<file path="src/rtl/demultiplexador_quadro.sv">
// rtl/demultiplexador_quadro.sv - serial slot stream to N-bit parallel frame demultiplexer
//
// Purpose : collects one serial bit per valid slot (slot 0 marked by sync) into a
//           shadow register and publishes all N channels at once at frame end.
// Macro   : PARIDADE_EN - adds an even-parity slot N after the data slots; a
//           parity mismatch rejects the frame.
// Ports   : clk        rising-edge system clock
//           rst_n      asynchronous active-low reset
//           sync       marks slot 0 (only meaningful with din_valid)
//           din        serial data bit of the current slot
//           din_valid  din holds a valid slot this cycle
//           dout       [N-1:0] channel outputs, bit i = slot i of last good frame
//           frame_ok   one-cycle pulse, dout just updated
//           frame_err  one-cycle pulse, frame aborted or rejected
//           busy       a frame is partially received
//           slot       [W_CNT-1:0] index of the next slot expected
module demultiplexador_quadro #(
  parameter int N = 4,
`ifdef PARIDADE_EN
  localparam int W_CNT = $clog2(N + 1)
`else
  localparam int W_CNT = (N > 1) ? $clog2(N) : 1
`endif
) (
  input  logic             clk,
  input  logic             rst_n,
  input  logic             sync,
  input  logic             din,
  input  logic             din_valid,
  output logic [N-1:0]     dout,
  output logic             frame_ok,
  output logic             frame_err,
  output logic             busy,
  output logic [W_CNT-1:0] slot
);

`ifdef PARIDADE_EN
  typedef enum logic [1:0] {OCIOSO, RECEBENDO, CONCLUIDO, PARIDADE} estado_t;
`else
  typedef enum logic [1:0] {OCIOSO, RECEBENDO, CONCLUIDO} estado_t;
`endif

  estado_t      state;
  logic [N-1:0] shadow;
  logic         restart;    // sync qualified by din_valid: always starts a new frame
  logic         take_slot;  // ordinary data slot while receiving
  logic         last_slot;  // the slot accepted this edge is slot N-1

  always_comb begin
    restart   = din_valid && sync;
    take_slot = din_valid && !sync && (state == RECEBENDO);
    last_slot = restart ? (N == 1) : (slot == W_CNT'(N - 1));
  end

  always_ff @(posedge clk or negedge rst_n) begin
    if (!rst_n) begin
      state     <= OCIOSO;
      shadow    <= '0;
      dout      <= '0;
      slot      <= '0;
      frame_ok  <= 1'b0;
      frame_err <= 1'b0;
      busy      <= 1'b0;
    end else begin
      frame_ok  <= 1'b0;
      frame_err <= 1'b0;

      // CONCLUIDO lasts one cycle; the completed frame is published as it is left,
      // so a back-to-back slot 0 landing in shadow[0] on this edge is harmless.
      if (state == CONCLUIDO) begin
        dout     <= shadow;
        frame_ok <= 1'b1;
      end

      for (int i = 0; i < N; i++) begin
        if ((restart && i == 0) || (take_slot && slot == W_CNT'(i)))
          shadow[i] <= din;
      end

      if (restart || take_slot) begin
        // A sync while a frame is partially received throws that frame away.
        if (restart && busy)
          frame_err <= 1'b1;
        if (last_slot) begin
`ifdef PARIDADE_EN
          state <= PARIDADE;
          slot  <= W_CNT'(N);
          busy  <= 1'b1;
`else
          state <= CONCLUIDO;
          slot  <= '0;
          busy  <= 1'b0;
`endif
        end else begin
          state <= RECEBENDO;
          slot  <= restart ? W_CNT'(1) : slot + 1'b1;
          busy  <= 1'b1;
        end
      end
`ifdef PARIDADE_EN
      else if (state == PARIDADE) begin
        // sync here was already handled above as an abort/restart
        if (din_valid) begin
          slot <= '0;
          busy <= 1'b0;
          if ((^shadow) == din) begin
            state <= CONCLUIDO;
          end else begin
            state     <= OCIOSO;
            frame_err <= 1'b1;
          end
        end
      end
`endif
      else if (state == CONCLUIDO) begin
        state <= OCIOSO;
      end
    end
  end

endmodule
</file>
<file path="config.mk">
export PLATFORM = sky130hd
export DESIGN_NAME = demultiplexador_quadro
export DESIGN_NICKNAME = d
export VERILOG_FILES = /design/src/rtl/demultiplexador_quadro.sv
export SDC_FILE = /design/constraint.sdc
export NUM_CORES = 1
export LEC_CHECK = 0
export CAP_MARGIN = 10
export CORE_MARGIN = 1
export CORE_UTILIZATION = 45
export DETAILED_ROUTE_END_ITERATION = 8
export GPL_TIMING_DRIVEN = 0
export MAX_ROUTING_LAYER = met4
export PLACE_DENSITY = 0.72
export SYNTH_ARGS = -nofsm -noshare
export SYNTH_HDL_FRONTEND = slang
export SYNTH_SLANG_ARGS = --single-unit
export TNS_END_PERCENT = 1
</file>
<file path="constraint.sdc">
create_clock -name clk -period 3.5 [get_ports clk]
set_input_delay 0.7 -clock clk [delete_from_list [all_inputs] [get_ports clk]]
set_output_delay 0.7 -clock clk [all_outputs]
set_load 0.05 [all_outputs]
</file>
==> results.md, run 1 <==
* Antenna viol nets, final at 0
* CP peak stage delay at 0.84 ns
* CTS Root Cell: clkbuf_4
* Mux cell area share after synthesis at 0.140
* Final period util at 0.646
* Fin nets at 80
* WP data required at ~2.8 ns
* Tot GR Track Use at 0.183
* Synth Warn # at 0
* Worst hold path class: reg -> reg
* Antenna cells at 0
* Post-Synth XOR/XNOR Area at 0
* Max-Cap Viols at 0
* Post-DP HPWL at approximately 770 um
* Nature of the critical path startpoint: register
* Routed wire length per instance at 13.0 um
* Post-synthesis net count at 62
* Gate Count Post-Synth at 53
* Share of cells above drive strength 1 at 0.157
* First-pass iteration count of the detailed router at 2
* H-Tree Depth at 1
* Power per Cell Area at ~800 nW/um2
* Clock network power share at 0.145
* Avg Vias per Cell at 5.15
* Core footprint at 1330 um2
* Critical path data arrival time at 1.56 ns
* Skew-Pair Late Insertion Delay at around 0.29 ns
* Fillcell total at 109
* Maximum clock rate at about 440 MHz
* Number of I/O port buffers at 13
* Least-Margin Pin Slew at 0.664 ns
* Sequential power share at 0.406
* Initial antenna violation count at 0
* #FFs+latches synth at 15
* Setup TNS at 0 ns
* Outcome: completed
* Clk sink count at 15
* Critical Path Slowest Stage Cell: clkdlybuf4s50_1
* Synth Area per Inst at 12.6 um2
* Final WS setup at 1.24 ns
* Sequential share of the synthesized area at 0.562
* Chip height at roughly 41 um
* Final critical-path required period at between 2 and 2.5 ns
* Complex-gate fraction of the synthesized area at 0.0487
* EDFF count, synth at 0
* P_leak at 0.000396 uW
* Drt total wl at around 1100 um
* DP Worst Slack at between 1 and 1.5 ns
* Synthesis-to-layout area growth at 26.2%
* Synth Flop Type: dfrtp_1
* Inserted Clock Buffers at 3
* Comb power frac at 0.449
* Switching share of power at 0.411
* Post-CTS resize count at 0
* Final Hold Viols at 0
* Worst Skew at ~0.00076 ns
* Ys async rst share at 1.00
* Crit path buffers/inverters at 1
* Final setup fails at 0
* Critical-path cell list: clkdlybuf4s50_1
* Distinct cells, synth at 19
* Via count at roughly 440
* Fin. max-slew vios at 0
* Hold WS at 0.497 ns
* Post-Syn Area at about 670 um2
* Die Span X at slightly above 40 um
* Unrepaired setup endpoints after global routing: no
* Rows at 13
* Worst vdd ir at 0.385 mV
* Overflow after GRT at 0
* GPL Wtd Cong at 0.759
* Critical path's top delay family: buffers and inverters
* Synth Area in Adders at 0.0749
* P_sw at 284 uW
* Total Die Area at between 1500 and 2000 um2
* Critical path class: reg -> out
* Setup repair bufs after CTS at 0
* First-pass GRT wire length at 1710 um
* CP endpoint kind: output pin
* Largest net degree at the start of global routing at 16
* Vias in the first global route at 382
* DRC at 0
* CTS Buffer Depth at 2
* Rel. slew slack at 0.556
* Top-level I/O count at 14
* Max FO, Critical Path at 5
* Initial core utilization at 0.501
* Post-CTS Hold Buffers at 0
* Initial drt markers at 3
* Clock slew at reported path FFs at 0.09 ns
* Synth Area in Simple Gates at 0.157
* Main combinational cell family by area after synthesis: simple AND/OR/NAND/NOR gates
* TritonCTS clock tree: yes
* Internal at 407 uW
-- Yosys cell counts, types with 2 or more instances --
cell type | number | area share
dfrtp_1 | 15 | 0.56
o211ai_1 | 2 | 0.022
inv_1 | 3 | 0.017
mux2_2 | 5 | 0.084
mux2_1 | 2 | 0.034
nand2_1 | 10 | 0.056
ha_1 | 4 | 0.075
-- final cells by class --
type / count / area [um2] / share of cell area
flip-flops and latches: 15 / 375 / 0.445
multi-input cells: 35 / 282 / 0.334
repair buffers: 13 / 130 / 0.154
clock buffers: 4 / 26.3 / 0.0312
well taps: 15 / 18.8 / 0.0223
inverters: 3 / 11.3 / 0.0134
-- worst register-to-register path: cells and delay by family, from the launching register on --
family | cells | cell delay, ns
buffers and inverters | 1 | 0.12
AND/OR/NAND/NOR | 2 | 0.17
adder cells (fa/ha/maj) | 1 | 0.15
flip-flops | 1 | 0.44
multiplexers | 1 | 0.32
-- worst paths after layout --
kind                            from   endpoint  slack, ns  cells after the start
max                          slot[0]    slot[0]       1.24                      1
min                        shadow[2]  shadow[2]       0.50                      1
max reg2reg                  slot[0]  shadow[0]       2.19                      5
min reg2reg                shadow[2]  shadow[2]       0.50                      1
max in group asynchronous      rst_n       busy       2.27                      1
min in group asynchronous      rst_n  shadow[1]       0.81                      1
-- cells in the final DEF (no fill, tap or decap), types with 2 or more instances in the layout --
cell type         n
o211ai_1          2
mux2_2            5
nand2_1          10
dfrtp_1          15
clkbuf_4          3
ha_1              4
inv_1             3
clkdlybuf4s50_1  13
mux2_1            2
-- sequential cells by signal, summed over array words and instances, names as in the netlist --
| register | cells |
|---|---|
| frame_err | 1 |
| frame_ok | 1 |
| shadow | 4 |
| state | 2 |
| dout | 4 |
| slot | 2 |
| busy | 1 |
-- power by group through the flow --
| stage | sequential [uW] | clock [uW] | combinational (uW) |
|---|---|---|---|
| after floorplan | 383 | 0 | 113 |
| after global placement | 282 | 0 | 307 |
| after detailed placement | 284 | 0 | 314 |
| after CTS | 281 | 105 | 314 |
| after global routing | 290 | 114 | 331 |
| final | 280 | 100 | 311 |
-- logic make-up after synthesis --
| logic type | Yosys count |
|---|---|
| flops | 15 |
| mux | 8 |
| fa+ha+maj | 4 |
| simple gates | 18 |
| compound gates | 5 |
| buf+inv | 3 |
-- routing by layer --
layer  GRT usage  vias to the layer above  share of wire
li1            -                      217              -
met1       0.200                      206           0.49
met2       0.262                       11           0.43
met3       0.100                        4          0.054
met4       0.100                        0          0.023
met5           -                        -              0
-- per-stage QoR --
| step | instances | total power, uW | instance area [um2] | utilization |
|---|---|---|---|---|
| after floorplan | 53 | 496 | 668 | - |
| after global placement | 81 | 589 | 817 | 0.613 |
| after detailed placement | 81 | 597 | 817 | 0.613 |
| after CTS | 85 | 700 | 843 | 0.632 |
| after global routing | 85 | 734 | 843 | 0.632 |
| final | 85 | 691 | 843 | 0.632 |
No activity file was read; power rests on OpenSTA's default activity.
==> run 2: changes to the inputs <==
--- a/config.mk
+++ b/config.mk
@@ -7,7 +7,7 @@
 export LEC_CHECK = 0
 export CAP_MARGIN = 10
 export CORE_MARGIN = 1
-export CORE_UTILIZATION = 45
+export CORE_UTILIZATION = 43
 export DETAILED_ROUTE_END_ITERATION = 8
 export GPL_TIMING_DRIVEN = 0
 export MAX_ROUTING_LAYER = met4
==> constraint.sdc (replaced) <==
create_clock -name clk -period 1.8 [get_ports clk]
set_input_delay 0.36 -clock clk [delete_from_list [all_inputs] [get_ports clk]]
set_output_delay 0.36 -clock clk [all_outputs]
set_load 0.05 [all_outputs]
==> run 2 against run 1 <==
  * Combinational power is 82% higher
  * Register-to-register slack worse by 1.7 ns
  * Flip-flop and latch count stayed put
  * Sequential share of layout area is 0.066 points lower
  * Design area is 0.15% higher
  * Largest power group unchanged
  * Highest routed layer unchanged
==> results.md, run 2 (same netlist as run 1, synthesis figures left out) <==
* Outcome: completed (unchanged)
* Antenna cells at 0 (unchanged)
* CTS Buffer Depth at 2 (unchanged)
* Top-level I/O count at 14 (unchanged)
* Antenna viol nets, final at 0 (unchanged)
* Core footprint at 1370 um2 (was 1330 um2)
* Routed wire length per instance at 13.1 um (was 13.0 um)
* Initial antenna violation count at 0 (unchanged)
* Initial core utilization at 0.489 (was 0.501)
* Share of cells above drive strength 1 at 0.171 (was 0.157)
* Most frequent cells in the layout: dfrtp_1, nand2_1, dlygate4sd2_1 (was dfrtp_1, clkdlybuf4s50_1, nand2_1)
* Synthesis-to-layout area growth at 26.4% (was 26.2%)
* Final Hold Viols at 0 (unchanged)
* Least-Margin Pin Slew at 0.657 ns (was 0.664 ns)
* CTS Root Cell: clkbuf_4 (unchanged)
* Max FO, Critical Path at 5 (unchanged)
* Skew-Pair Late Insertion Delay at 0.28 ns (was 0.29 ns)
* Worst hold path class: in -> async (was reg -> reg)
* RR Startpoint: slot[0] (unchanged)
* Utilization after layout at 0.618 (was 0.632)
* Drt total wl at 1120 um (was 1110 um)
* Worst vdd ir at 0.862 mV (was 0.385 mV)
* Rows at 13 (unchanged)
* Vias in the first global route at 447 (was 382)
* Fillcell total at 120 (was 109)
* Overflow after GRT at 0 (unchanged)
* Critical Path Slowest Stage Cell: dlygate4sd2_1 (was clkdlybuf4s50_1)
* Largest net degree at the start of global routing at 16 (unchanged)
* Maximum clock rate at 621 MHz
* Setup TNS at 0 ns (unchanged)
* Reg2reg end: shadow[0] (unchanged)
* WP data required at 1.44 ns (was 2.80 ns)
* Max-Cap Viols at 0 (unchanged)
* CP endpoint kind: output pin (unchanged)
* P_leak at 0.000462 uW (was 0.000396 uW)
* Worst Skew at 0.00659 ns (was 0.000765 ns)
* Nature of the critical path startpoint: register (unchanged)
* Commonest non-fill, non-tap cell in the layout: dfrtp_1 (unchanged)
* Die Span X at 41.4 um (was 40.5 um)
* Fin. max-slew vios at 0 (unchanged)
* Clk sink count at 15 (unchanged)
* TritonCTS clock tree: yes (unchanged)
* Avg Vias per Cell at 5.18 (was 5.15)
* Clock slew at reported path FFs at 0.10 ns (was 0.09 ns)
* Critical path data arrival time at 1.25 ns (was 1.56 ns)
* GPL Wtd Cong at 0.725 (was 0.759)
* Final period util at 0.894
* Fin nets at 80 (unchanged)
* Inserted Clock Buffers at 3 (unchanged)
* R2r setup slk at 0.49 ns (was 2.19 ns)
* Final critical-path required period at between 1.5 and 2 ns
* First-pass iteration count of the detailed router at 3 (was 2)
* Number of I/O port buffers at 13 (unchanged)
* Post-CTS Hold Buffers at 0 (unchanged)
* CP peak stage delay at 0.55 ns (was 0.84 ns)
* DRC at 0 (unchanged)
* Critical path's top delay family: buffers and inverters (unchanged)
* Tot GR Track Use at 0.159 (was 0.183)
* Critical path class: reg -> out (unchanged)
* Critical-path cell list: dlygate4sd2_1 (was clkdlybuf4s50_1)
* First-pass GRT wire length at 1980 um (was 1710 um)
* Rel. slew slack at 0.561 (was 0.556)
* Chip height at 41.4 um (was 40.5 um)
* Unrepaired setup endpoints after global routing: no (unchanged)
* H-Tree Depth at 1 (unchanged)
* Crit path buffers/inverters at 1 (unchanged)
* Initial drt markers at 4 (was 3)
* Final setup fails at 0 (unchanged)
* R2R depth at 5 (unchanged)
* Total power at 1300 uW (was 691 uW)
* Via count at 440 (was 438)
* Biggest regs: dout: 4 flops, shadow: 4 flops (unchanged)
* Total Die Area at 1720 um2 (was 1640 um2)
* Power per Cell Area at 1540 nW/um2 (was 820 nW/um2)
* Post-DP HPWL at 766 um (was 774 um)
run 2: cell types whose count changed in the layout (fill, tap and decap cells not counted):
cell / change
clkinv_2: +1
dlygate4sd2_1: +6
clkbuf_1: -1
clkdlybuf4s50_1: -9
dlymetal6s2s_1: +3
run 2: report_power, final:
part	switching, uW	internal [uW]
clock	111	82.4
sequential	87.7	456
combinational	353	214
run 2: routing by layer:
layer  up-vias  wire length, um  GRT usage
met5         -                0          -
met4         0               11     0.0968
met3         2               40     0.0391
met2         7              547      0.244
li1        218                -          -
met1       213              516      0.188
run 2: repair_timing:
action | 4_1_cts | 5_1_grt
buffers inserted | 0 | 0
pin swaps | 0 | 0
resized for setup | 6 | 3
endpoints found under the setup margin | 6 | 3
run 2: metrics by stage:
| stage | setup slack, ns | hold slack [ns] | std cells | instance area [um2] |
|---|---|---|---|---|
| after global placement | 0.0619 | 0.473 | 81 | 817 |
| after floorplan | 0.266 | 0.0644 | 53 | 668 |
| after detailed placement | 0.0580 | 0.481 | 81 | 817 |
| after global routing | 0.145 | 0.519 | 85 | 845 |
| after CTS | 0.000403 | 0.492 | 85 | 837 |
| final | 0.191 | 0.469 | 85 | 845 |
run 2: how the worst max path moves through the flow:
stage / startpoint / to / slack, ns / cells after the start
finish: slot[0] / slot[0] / 0.19 / 1
global route: slot[1] / slot[1] / 0.14 / 1
CTS: dout[1] / dout[1] / 0.0004 / 1
detailed placement: din_valid / shadow[1] / 0.06 / 4
global placement: din_valid / shadow[1] / 0.06 / 4
floorplan: slot[0] / shadow[0] / 0.27 / 5
run 2: area by class of cell:
class / instances / area (um2) / area share
multi-input cells: 35 / 282 / 0.333
flip-flops and latches: 15 / 375 / 0.444
repair buffers: 13 / 130 / 0.154
clock inverters: 1 / 5.00 / 0.00593
clock buffers: 3 / 22.5 / 0.0267
inverters: 3 / 11.3 / 0.0133
well taps: 15 / 18.8 / 0.0222
==> run 3: changes to the inputs <==
--- a/config.mk
+++ b/config.mk
@@ -12,6 +12,7 @@
 export GPL_TIMING_DRIVEN = 0
 export MAX_ROUTING_LAYER = met4
 export PLACE_DENSITY = 0.72
+export SKIP_CTS_REPAIR_TIMING = 1
 export SYNTH_ARGS = -nofsm -noshare
 export SYNTH_HDL_FRONTEND = slang
 export SYNTH_SLANG_ARGS = --single-unit
==> run 3 against run 2 <==
  * Clock skew decreased by 0.0026 ns
  * Maximum frequency rose by 7.2%
  * Design area up 2.7%
  * Final cell count stayed put
  * Register-to-register slack hardly changed
  * Flip-flop and latch count stayed put
  * Count of clock-buffer cells in the layout did not move
  * Setup slack improved by 0.11 ns
  * Non-clock buffer count did not move
  * Combinational power rose by 4.8%
  * Via count is 0.45% higher
  * Core utilization up 1.6 points
==> results.md, run 3 (same netlist as run 1, synthesis figures left out) <==
* Final period util at 0.834 (was 0.894)
* Final setup fails at 0 (unchanged)
* Finished Layout Cells at 85 (unchanged)
* Outcome: completed (unchanged)
* Clk sink count at 15 (unchanged)
* Clock slew at reported path FFs at 0.09 ns (was 0.10 ns)
* Max FO, Critical Path at 5 (unchanged)
* Final critical-path required period at 1.50 ns (was 1.61 ns)
* Worst vdd ir at 0.803 mV (was 0.862 mV)
* Initial core utilization at 0.489 (unchanged)
* P_sw at 549 uW (was 551 uW)
* Share of cells above drive strength 1 at 0.171 (unchanged)
* Sequential power share at 0.408 (was 0.417)
* TritonCTS clock tree: yes (unchanged)
* Avg Vias per Cell at 5.20 (was 5.18)
* Core footprint at 1370 um2 (unchanged)
* Initial antenna violation count at 0 (unchanged)
* Critical path data arrival time at 1.14 ns (was 1.25 ns)
* Antenna cells at 0 (unchanged)
* Utilization after layout at 0.635 (was 0.618)
* Rel. slew slack at 0.569 (was 0.561)
* Total power at 1330 uW (was 1300 uW)
* Tot GR Track Use at 0.159 (unchanged)
* Post-DP HPWL at 766 um (unchanged)
* Power per Cell Area at 1530 nW/um2 (was 1540 nW/um2)
* Initial drt markers at 5 (was 4)
* DRC at 0 (unchanged)
* Routed wire length per instance at 13.2 um (was 13.1 um)
* Fin nets at 80 (unchanged)
* R2R depth at 5 (unchanged)
* Synthesis-to-layout area growth at 29.8% (was 26.4%)
* Inserted Clock Buffers at 3 (unchanged)
* Switching share of power at 0.413 (was 0.423)
* CP peak stage delay at 0.44 ns (was 0.55 ns)
* Maximum clock rate at 666 MHz (was 621 MHz)
* Reg2reg end: shadow[0] (unchanged)
* Nature of the critical path startpoint: register (unchanged)
* Comb power frac at 0.447 (was 0.435)
* CP endpoint kind: output pin (unchanged)
* Unrepaired setup endpoints after global routing: no (unchanged)
* Crit path buffers/inverters at 1 (unchanged)
* RR Startpoint: slot[0] (unchanged)
* Antenna viol nets, final at 0 (unchanged)
* Least-Margin Pin Slew at 0.644 ns (was 0.657 ns)
* Critical Path Slowest Stage Cell: dlymetal6s2s_1 (was dlygate4sd2_1)
* Critical path class: reg -> out (unchanged)
* Commonest non-fill, non-tap cell in the layout: dfrtp_1 (unchanged)
* Critical path's top delay family: buffers and inverters (unchanged)
* CTS Buffer Depth at 2 (unchanged)
* First-pass GRT wire length at 1980 um (unchanged)
* CTS Root Cell: clkbuf_4 (unchanged)
* Die Span X at 41.4 um (unchanged)
* Cells after DPL at 81 (unchanged)
* Drt total wl at 1120 um (about the same)
* Number of I/O port buffers at 13 (unchanged)
* Via count at 442 (was 440)
* First-pass iteration count of the detailed router at 3 (unchanged)
* Worst Skew at 0.00395 ns (was 0.00659 ns)
* Rows at 13 (unchanged)
* Critical-path cell list: dlymetal6s2s_1 (was dlygate4sd2_1)
* Top-level I/O count at 14 (unchanged)
* H-Tree Depth at 1 (unchanged)
* Largest net degree at the start of global routing at 16 (unchanged)
* Chip height at 41.4 um (unchanged)
* Clock network power share at 0.145 (was 0.148)
* Overflow after GRT at 0 (unchanged)
* Fin. max-slew vios at 0 (unchanged)
* Internal at 780 uW (was 752 uW)
* Biggest regs: dout: 4 flops, shadow: 4 flops (unchanged)
* Final Hold Viols at 0 (unchanged)
* P_leak at 0.000521 uW (was 0.000462 uW)
* WP data required at 1.44 ns (about the same)
* Total Die Area at 1720 um2 (unchanged)
* Skew-Pair Late Insertion Delay at 0.28 ns (about the same)
* Max-Cap Viols at 0 (unchanged)
* Vias in the first global route at 444 (was 447)
* Most frequent cells in the layout: dfrtp_1, nand2_1, dlymetal6s2s_1 (was dfrtp_1, nand2_1, dlygate4sd2_1)
* R2r setup slk at 0.49 ns (about the same)
* GPL Wtd Cong at 0.725 (unchanged)
* Worst hold path class: in -> async (unchanged)
-- run 3: changes by cell type in the layout (fill, tap and decap cells not counted) --
cell and change:
dlygate4sd2_1 -6, dlymetal6s2s_1 +6
-- run 3: how the worst max path moves through the flow --
stage / endpoint / start / cells past startpoint
after CTS: slot[0] / slot[0] / 1
after global routing: slot[1] / slot[1] / 1
final: slot[1] / slot[1] / 1
after global placement: shadow[1] / din_valid / 4
after detailed placement: shadow[1] / din_valid / 4
after floorplan: shadow[0] / slot[0] / 5
-- run 3: final cells by class --
| class | count | area [um2] |
|---|---|---|
| multi-input cells | 35 | 282 |
| well taps | 15 | 18.8 |
| repair buffers | 13 | 153 |
| clock buffers | 3 | 22.5 |
| clock inverters | 1 | 5.00 |
| fillers | 115 | 499 |
| inverters | 3 | 11.3 |
| flip-flops and latches | 15 | 375 |
-- run 3: power groups by stage --
stage	sequential, uW	clock, uW	combinational, uW
3_3_place_gp	549	0	596
2_1_floorplan	744	0	220
5_1_grt	568	215	638
4_1_cts	547	202	606
6_report	542	192	594
3_5_place_dp	555	0	601
-- run 3: metrics by stage --
stage / worst slack [ns] / hold slack, ns / area (um2) / setup TNS (ns)
2_1_floorplan: 0.266 / 0.0644 / 668 / 0
4_1_cts: -0.107 / 0.492 / 845 / -0.250
6_report: 0.299 / 0.466 / 867 / 0
5_1_grt: 0.251 / 0.520 / 867 / 0
3_3_place_gp: 0.0619 / 0.473 / 817 / 0
3_5_place_dp: 0.0580 / 0.481 / 817 / 0
-- run 3: routing by layer --
layer,global-route usage,routed length [um],share of wire,vias up
met1,0.188,494,0.44,212
met4,0.0968,21,0.019,0
met3,0.0391,43,0.038,4
li1,-,-,-,217
met5,-,0,0,-
met2,0.244,560,0.50,9
